### src/rtl/stopwatch_watch_control_unit.sv
// Control unit for the stopwatch/watch pair: detects button presses, routes them
// to the unit picked by sw[1], and runs the stopwatch and watch-set FSMs.
module stopwatch_watch_control_unit (
    input  logic       clk,
    input  logic       reset,
    input  logic [2:0] sw,
    input  logic       btn_r,
    input  logic       btn_l,
    input  logic       sw_zero,
    output logic       sw_run,
    output logic       sw_clear,
    output logic       sw_down,
    output logic       w_run,
    output logic       w_down,
    output logic [1:0] w_set_field,
    output logic       w_adj,
    output logic       disp_sel,
    output logic       disp_hm
);

    typedef enum logic [1:0] {
        SW_STOP  = 2'd0,
        SW_RUN   = 2'd1,
        SW_CLEAR = 2'd2
    } sw_state_e;

    typedef enum logic [1:0] {
        W_NORMAL   = 2'd0,
        W_SET_HOUR = 2'd1,
        W_SET_MIN  = 2'd2,
        W_SET_SEC  = 2'd3
    } w_state_e;

    sw_state_e  sw_state_q;
    w_state_e   w_state_q;
    logic       btn_r_prev_q, btn_l_prev_q;
    logic       sw_run_q, sw_clear_q, sw_down_q;
    logic       w_run_q, w_down_q, w_adj_q;
    logic [1:0] w_set_field_q;
    logic       disp_sel_q, disp_hm_q;

    logic press_r, press_l;
    logic sw_sel;
    logic sw_press_r, sw_press_l, w_press_r, w_press_l;
    logic at_floor;

    assign press_r    = btn_r & ~btn_r_prev_q;
    assign press_l    = btn_l & ~btn_l_prev_q;
    assign sw_sel     = sw[1];
    assign sw_press_r = press_r & sw_sel;
    assign sw_press_l = press_l & sw_sel;
    assign w_press_r  = press_r & ~sw_sel;
    assign w_press_l  = press_l & ~sw_sel;
    // Counting down with nothing left: refuse to start and stop if running.
    assign at_floor   = sw_down_q & sw_zero;

    // Prev registers track the live level during reset so a held button is not a press.
    always_ff @(posedge clk) begin
        btn_r_prev_q <= btn_r;
        btn_l_prev_q <= btn_l;
    end

    always_ff @(posedge clk) begin
        if (reset) begin
            disp_sel_q <= 1'b0;
            disp_hm_q  <= 1'b0;
            sw_down_q  <= 1'b0;
            w_down_q   <= 1'b0;
        end else begin
            disp_sel_q <= sw[1];
            disp_hm_q  <= sw[2];
            sw_down_q  <= sw[0];
            w_down_q   <= sw[0];
        end
    end

    always_ff @(posedge clk) begin
        if (reset) begin
            sw_state_q <= SW_STOP;
            sw_run_q   <= 1'b0;
            sw_clear_q <= 1'b0;
        end else begin
            sw_run_q   <= 1'b0;
            sw_clear_q <= 1'b0;
            case (sw_state_q)
                SW_STOP: begin
                    if (sw_press_l) begin
                        sw_state_q <= SW_CLEAR;
                        sw_clear_q <= 1'b1;
                    end else if (sw_press_r && !at_floor) begin
                        sw_state_q <= SW_RUN;
                        sw_run_q   <= 1'b1;
                    end
                end
                SW_RUN: begin
                    if (sw_press_r || at_floor) begin
                        sw_state_q <= SW_STOP;
                    end else begin
                        sw_run_q <= 1'b1;
                    end
                end
                default: sw_state_q <= SW_STOP;
            endcase
        end
    end

    always_ff @(posedge clk) begin
        if (reset) begin
            w_state_q     <= W_NORMAL;
            w_run_q       <= 1'b1;
            w_set_field_q <= 2'd0;
            w_adj_q       <= 1'b0;
        end else begin
            w_adj_q <= 1'b0;
            if (sw_sel) begin
                // Selecting the stopwatch abandons any field being set.
                w_state_q     <= W_NORMAL;
                w_run_q       <= 1'b1;
                w_set_field_q <= 2'd0;
            end else if (w_press_l) begin
                w_state_q     <= w_state_e'(w_state_q + 2'd1);
                w_run_q       <= (w_state_q == W_SET_SEC);
                w_set_field_q <= w_state_q + 2'd1;
            end else if (w_press_r && w_state_q != W_NORMAL) begin
                w_adj_q <= 1'b1;
            end
        end
    end

    assign sw_run      = sw_run_q;
    assign sw_clear    = sw_clear_q;
    assign sw_down     = sw_down_q;
    assign w_run       = w_run_q;
    assign w_down      = w_down_q;
    assign w_set_field = w_set_field_q;
    assign w_adj       = w_adj_q;
    assign disp_sel    = disp_sel_q;
    assign disp_hm     = disp_hm_q;

endmodule

### config.mk
export PLATFORM = sky130hd
export DESIGN_NAME = stopwatch_watch_control_unit
export DESIGN_NICKNAME = d
export VERILOG_FILES = /design/src/rtl/stopwatch_watch_control_unit.sv
export SDC_FILE = /design/constraint.sdc
export NUM_CORES = 1
export LEC_CHECK = 0
export BUFFER_PORTS_ARGS = -buffer_cell sky130_fd_sc_hd__buf_2
export CORE_MARGIN = 3
export CORE_UTILIZATION = 35
export DETAILED_ROUTE_END_ITERATION = 10
export GPL_ROUTABILITY_DRIVEN = 1
export PLACE_DENSITY = 0.58
export SLEW_MARGIN = 20
export SYNTH_ARGS = -nofsm -noshare
export SYNTH_HDL_FRONTEND = slang
export SYNTH_SLANG_ARGS = --single-unit
### constraint.sdc
create_clock -name clk -period 1.5 [get_ports clk]
set_input_delay 0.45 -clock clk [delete_from_list [all_inputs] [get_ports clk]]
set_output_delay 0.45 -clock clk [all_outputs]
set_load 0.02 [all_outputs]
* Yosys cells after proc, flatten, opt, wreduce, memory -nomap -nowiden
Cells that the tools add are included.
** Word-level totals
- Memory bits (writable) :: 0
- Output and inout bits :: 10
- Word-level logic and storage cells :: 47
- ROM bits :: 0
- Memories :: 0
- Bits in registers :: 13
- Latch bits :: 0
** Operators by class
- Order comparisons :: 0
- Reductions and logical operators :: 10
- Equality and inequality tests :: 4
- Multiplexer cells :: 10
- Div/mod/pow operators :: 0
- Shifts and indexed selects :: 0
- Bitwise operators :: 11
- Multipliers :: 0
- $add $sub $neg :: 1
** Operators with widths (number)
- AND 1 bit :: 7
- 2-to-1 mux 2 bit :: 3
- 2-to-1 mux 1 bit :: 5
- NOT 1 bit :: 4
- one-hot mux 2 bit (2 select lines) :: 1
- OR reduction 2 bit :: 2
- != test 3 bit, second input constant :: 1
- OR reduction 3 bit :: 1
- adder 2 x 1 -> 2 bit, second input constant :: 1
- equality test 2 x 1 -> 1 bit, second input constant :: 1
- equality test 2 bit, second input constant :: 1
- logical AND 1 bit :: 2
- zero test 2 bit :: 1
- != test 2 bit, second input constant :: 1
- one-hot mux 1 bit (2 select lines) :: 1
- AND reduction 2 bit :: 1
- nonzero test 2 bit :: 1
- zero test 1 bit :: 1
- logical OR 1 bit :: 1

* Depth between registers and ports, before layout
- Depth after elaboration :: 7
- Mapped depth :: 4
- Mapped depth without buffers :: 4

* Least setup slack after synthesis
Ideal clock, no wire load.
- Path kind :: input to register
- Start point :: input port btn_l
- End point :: register sw_run_q, in the netlist sw_run
- Arrival :: 1137 ps
- Path buffers :: 1
- Setup slack :: 293 ps
- Stages on the path :: 4
- Cell sequence :: nor2b_4 -> buf_6 -> or3_4 -> a21oi_1
** On the way
- Longest elaborated chain between the ends :: 4
** RTL lines
- start: declaration :: line 8 : input logic btn_l,
- AND 1 bit :: line 48 : assign press_l = btn_l & ~btn_l_prev_q;
- AND 1 bit :: line 51 : assign sw_press_l = press_l & sw_sel;
- 2-to-1 mux 1 bit :: line 87 : if (sw_press_l) begin
- one-hot mux 1 bit (2 select lines) :: line 85 : case (sw_state_q)
- end signal: assignment :: line 83 : sw_run_q <= 1'b0;
- end signal: assignment :: line 92 : sw_run_q <= 1'b1;
- end signal: assignment :: line 99 : sw_run_q <= 1'b1;
- end: declaration :: line 37 : logic sw_run_q, sw_clear_q, sw_down_q;
Every way passes these cells.
A chain may end at the register's enable or synchronous reset.

* Worst setup path in the final report
- Start point :: register w_set_field_q[0], in the netlist w_set_field[0]
- End point :: output port w_set_field[0]
** RTL lines
- start: declaration :: line 39 : logic [1:0] w_set_field_q;
- start signal: assignment :: line 123 : w_set_field_q <= w_state_q + 2'd1;
- end: declaration :: line 15 : output logic [1:0] w_set_field,
No word-level cell between the ends.

==> out/metrics.yaml <==
clock_network:
  cts_setup_buffers: 0
  clkLatencyLatePin_ps: 270
  tritoncts: "yes"
  clk_pin_slew_worst_paths_ps: 80
  cts-buffers-inserted: 3
  cts.path.max_buffers: 2
  hold_buffers: 0
  cts.sinks: 13
  cts_resized: 0
  htreeDepth: 1
  cts_root_buf: "clkbuf_4"
timing:
  max_freq_mhz: 773
  drv_slew: 0
  slew_headroom: 0.874
  tns_ps: 0
  setup_ws_ps: 206
  post-route-period-util: 0.862
  holdWs_ps: 292
  hold_violations: 0
  worst_slew_pin_slew_ps: 188
  period_minus_slack_ps: 1290
  clock_skew_ps: 1.39
  setup_violations: 0
  rsz0062_at_grt: "no"
routing:
  ant_nets: 0
  firstDrtPassIters: 4
  num_vias: 334
  drtIter0Drc: 3
  viasPerCell: 4.51
  wl_per_cell_um: 9.59
  remaining_drc_errors: 0
  drt_wl_total_um: 710
synth:
  seq_area_frac_synth: 0.558
  synth_area_leader_cell: "dfxtp_1"
  yosysWarnings: 0
  synth_nets: 52
  synth_cell_type_count: 18
  syn_inst: 42
  syn_area_sq_um: 467
  ys_seq_elements: 13
  netlist.area_leader.share: 0.558
  ys_top_cells_by_area: "dfxtp_1 56%, ha_1 5.4%, mux2i_1 4.3%"
  avgSynthCellArea_sq_um: 11.1
worst_setup_path:
  worstRegToRegCells: 4
  end_kind: "output port"
  max_stage_delay_ps: 390
  worstSetupPathType: "flip-flop to output port"
  path_cells: "buf_2"
  worstPathRequired_ps: 1050
  r2r_start: "w_set_field[0]"
  slowest_stage: "dfxtp_1"
  r2r_slack_ps: 480
  critPathMaxFanout: 4
  critical_path_buf_inv_count: 1
  critPathLaunchType: "flip-flop"
  cp.arrival_ps: 840
  critPathTopFamily: "flip-flops"
  r2r-end: "w_set_field[1]"
die:
  chipWidth_um: 42.5
  core-area_sq_mm: 0.00117
  dieArea_sq_mm: 0.00181
  initial_utilization: 0.399
  ios: 18
  num_rows: 12
  dieHeight_um: 42.5
place:
  dp_hpwl_um: 538
  post-place-ws_ps: 234
  gp_congestion: 0.685
  postPlaceCellArea_sq_um: 547
  port-buffer-count: 17
  placedCellCount: 70
pwr:
  power.density_mw_per_mm2: 1110
  p_leak_nw: 0.270
  finalPower_mw: 0.637
  peakVddDrop_v: 0.000459
finish:
  fillers: 127
  layout_common_cells: "17 x buf_2, 13 x dfxtp_1, 4 x nor3_1"
  nets: 71
  drive_above_1_share: 0.367
  final-instance-count-excl-fill: 74
  finish.utilization: 0.489
  final_common_cell: "buf_2"
  stdcell_area_sq_um: 573
  antennaDiodeCount: 0
  area_growth_pct: 22.8
min_path:
  min_path_cells: 1
  hp-class: "input pin to flip-flop"
  min_from: "btn_l"
  hold_end: "btn_l_prev_q"
global_routing:
  grt_pass1_wl_mm: 1.30
  grt_max_degree: 10
  grt_pass1_vias: 310
  grtUsageTotal: 0.100
  antenna_found_initial: 0
  gr-total-overflow: 0
outcome:
  status: "completed"
flow_run:
  drv_cap: 0
cell families after synthesis:
group                    count (synthesis)  synth area share
adder cells (fa/ha/maj)                  2            0.0536
XOR/XNOR                                 1            0.0188
AO/OA/AOI/OAI                            3            0.0402
AND/OR/NAND/NOR                         16             0.223
buffers and inverters                    5            0.0643
flip-flops                              13             0.558
multiplexers                             2            0.0429
power breakdown:
part | internal [mW] | total [mW] | switching [mW]
Clock | 0.103 | 0.212 | 0.109
Sequential | 0.358 | 0.364 | 0.00595
Combinational | 0.0275 | 0.0615 | 0.0340
Total | 0.488 | 0.637 | 0.149
worst max path at each step:
stage,endpoint,cells after the start,slack (ps),from
after floorplan,sw_run,4,290,btn_l
after global placement,sw_run,4,260,btn_l
after detailed placement,sw_run,4,230,btn_l
after CTS,w_set_field[0],1,200,w_set_field[0]
after global routing,w_set_field[0],1,140,w_set_field[0]
final,w_set_field[0],1,210,w_set_field[0]
cell usage after synthesis (all sizes together):
| cell | number |
|---|---|
| xnor2 | 1 |
| nor2 | 2 |
| nor3 | 4 |
| a21oi | 2 |
| mux2i | 2 |
| inv | 2 |
| nand3b | 2 |
| or3 | 1 |
| nand2 | 2 |
| ha | 2 |
| clkbuf | 1 |
| nor2b | 4 |
| and4b | 1 |
| dfxtp | 13 |
| a211o | 1 |
| buf | 2 |
final cells by class:
| type | instances | area, sq um | share of cell area |
|---|---|---|---|
| clock buffers | 4 | 26.3 | 0.0459 |
| flip-flops and latches | 13 | 260 | 0.454 |
| well taps | 14 | 17.5 | 0.0306 |
| repair buffers | 17 | 85.1 | 0.148 |
| multi-input cells | 24 | 176 | 0.308 |
| inverters | 2 | 7.51 | 0.0131 |
registers in the layout, indices dropped and copies added, names as in the netlist:
| name | cells |
|---|---|
| btn_l_prev_q | 1 |
| btn_r_prev_q | 1 |
| disp_hm | 1 |
| disp_sel | 1 |
| sw_clear | 1 |
| sw_run | 1 |
| sw_state_q | 2 |
| w_adj | 1 |
| w_down | 1 |
| w_run | 1 |
| w_set_field | 2 |
layer usage:
layer / share of wire / GRT usage / wire [um]
met5: 0 / 0 / 0
met3: 0.096 / 0.0558 / 68
met2: 0.42 / 0.134 / 298
met1: 0.47 / 0.116 / 332
met4: 0.014 / 0.0745 / 10
No activity file was read; power rests on OpenSTA's default activity.
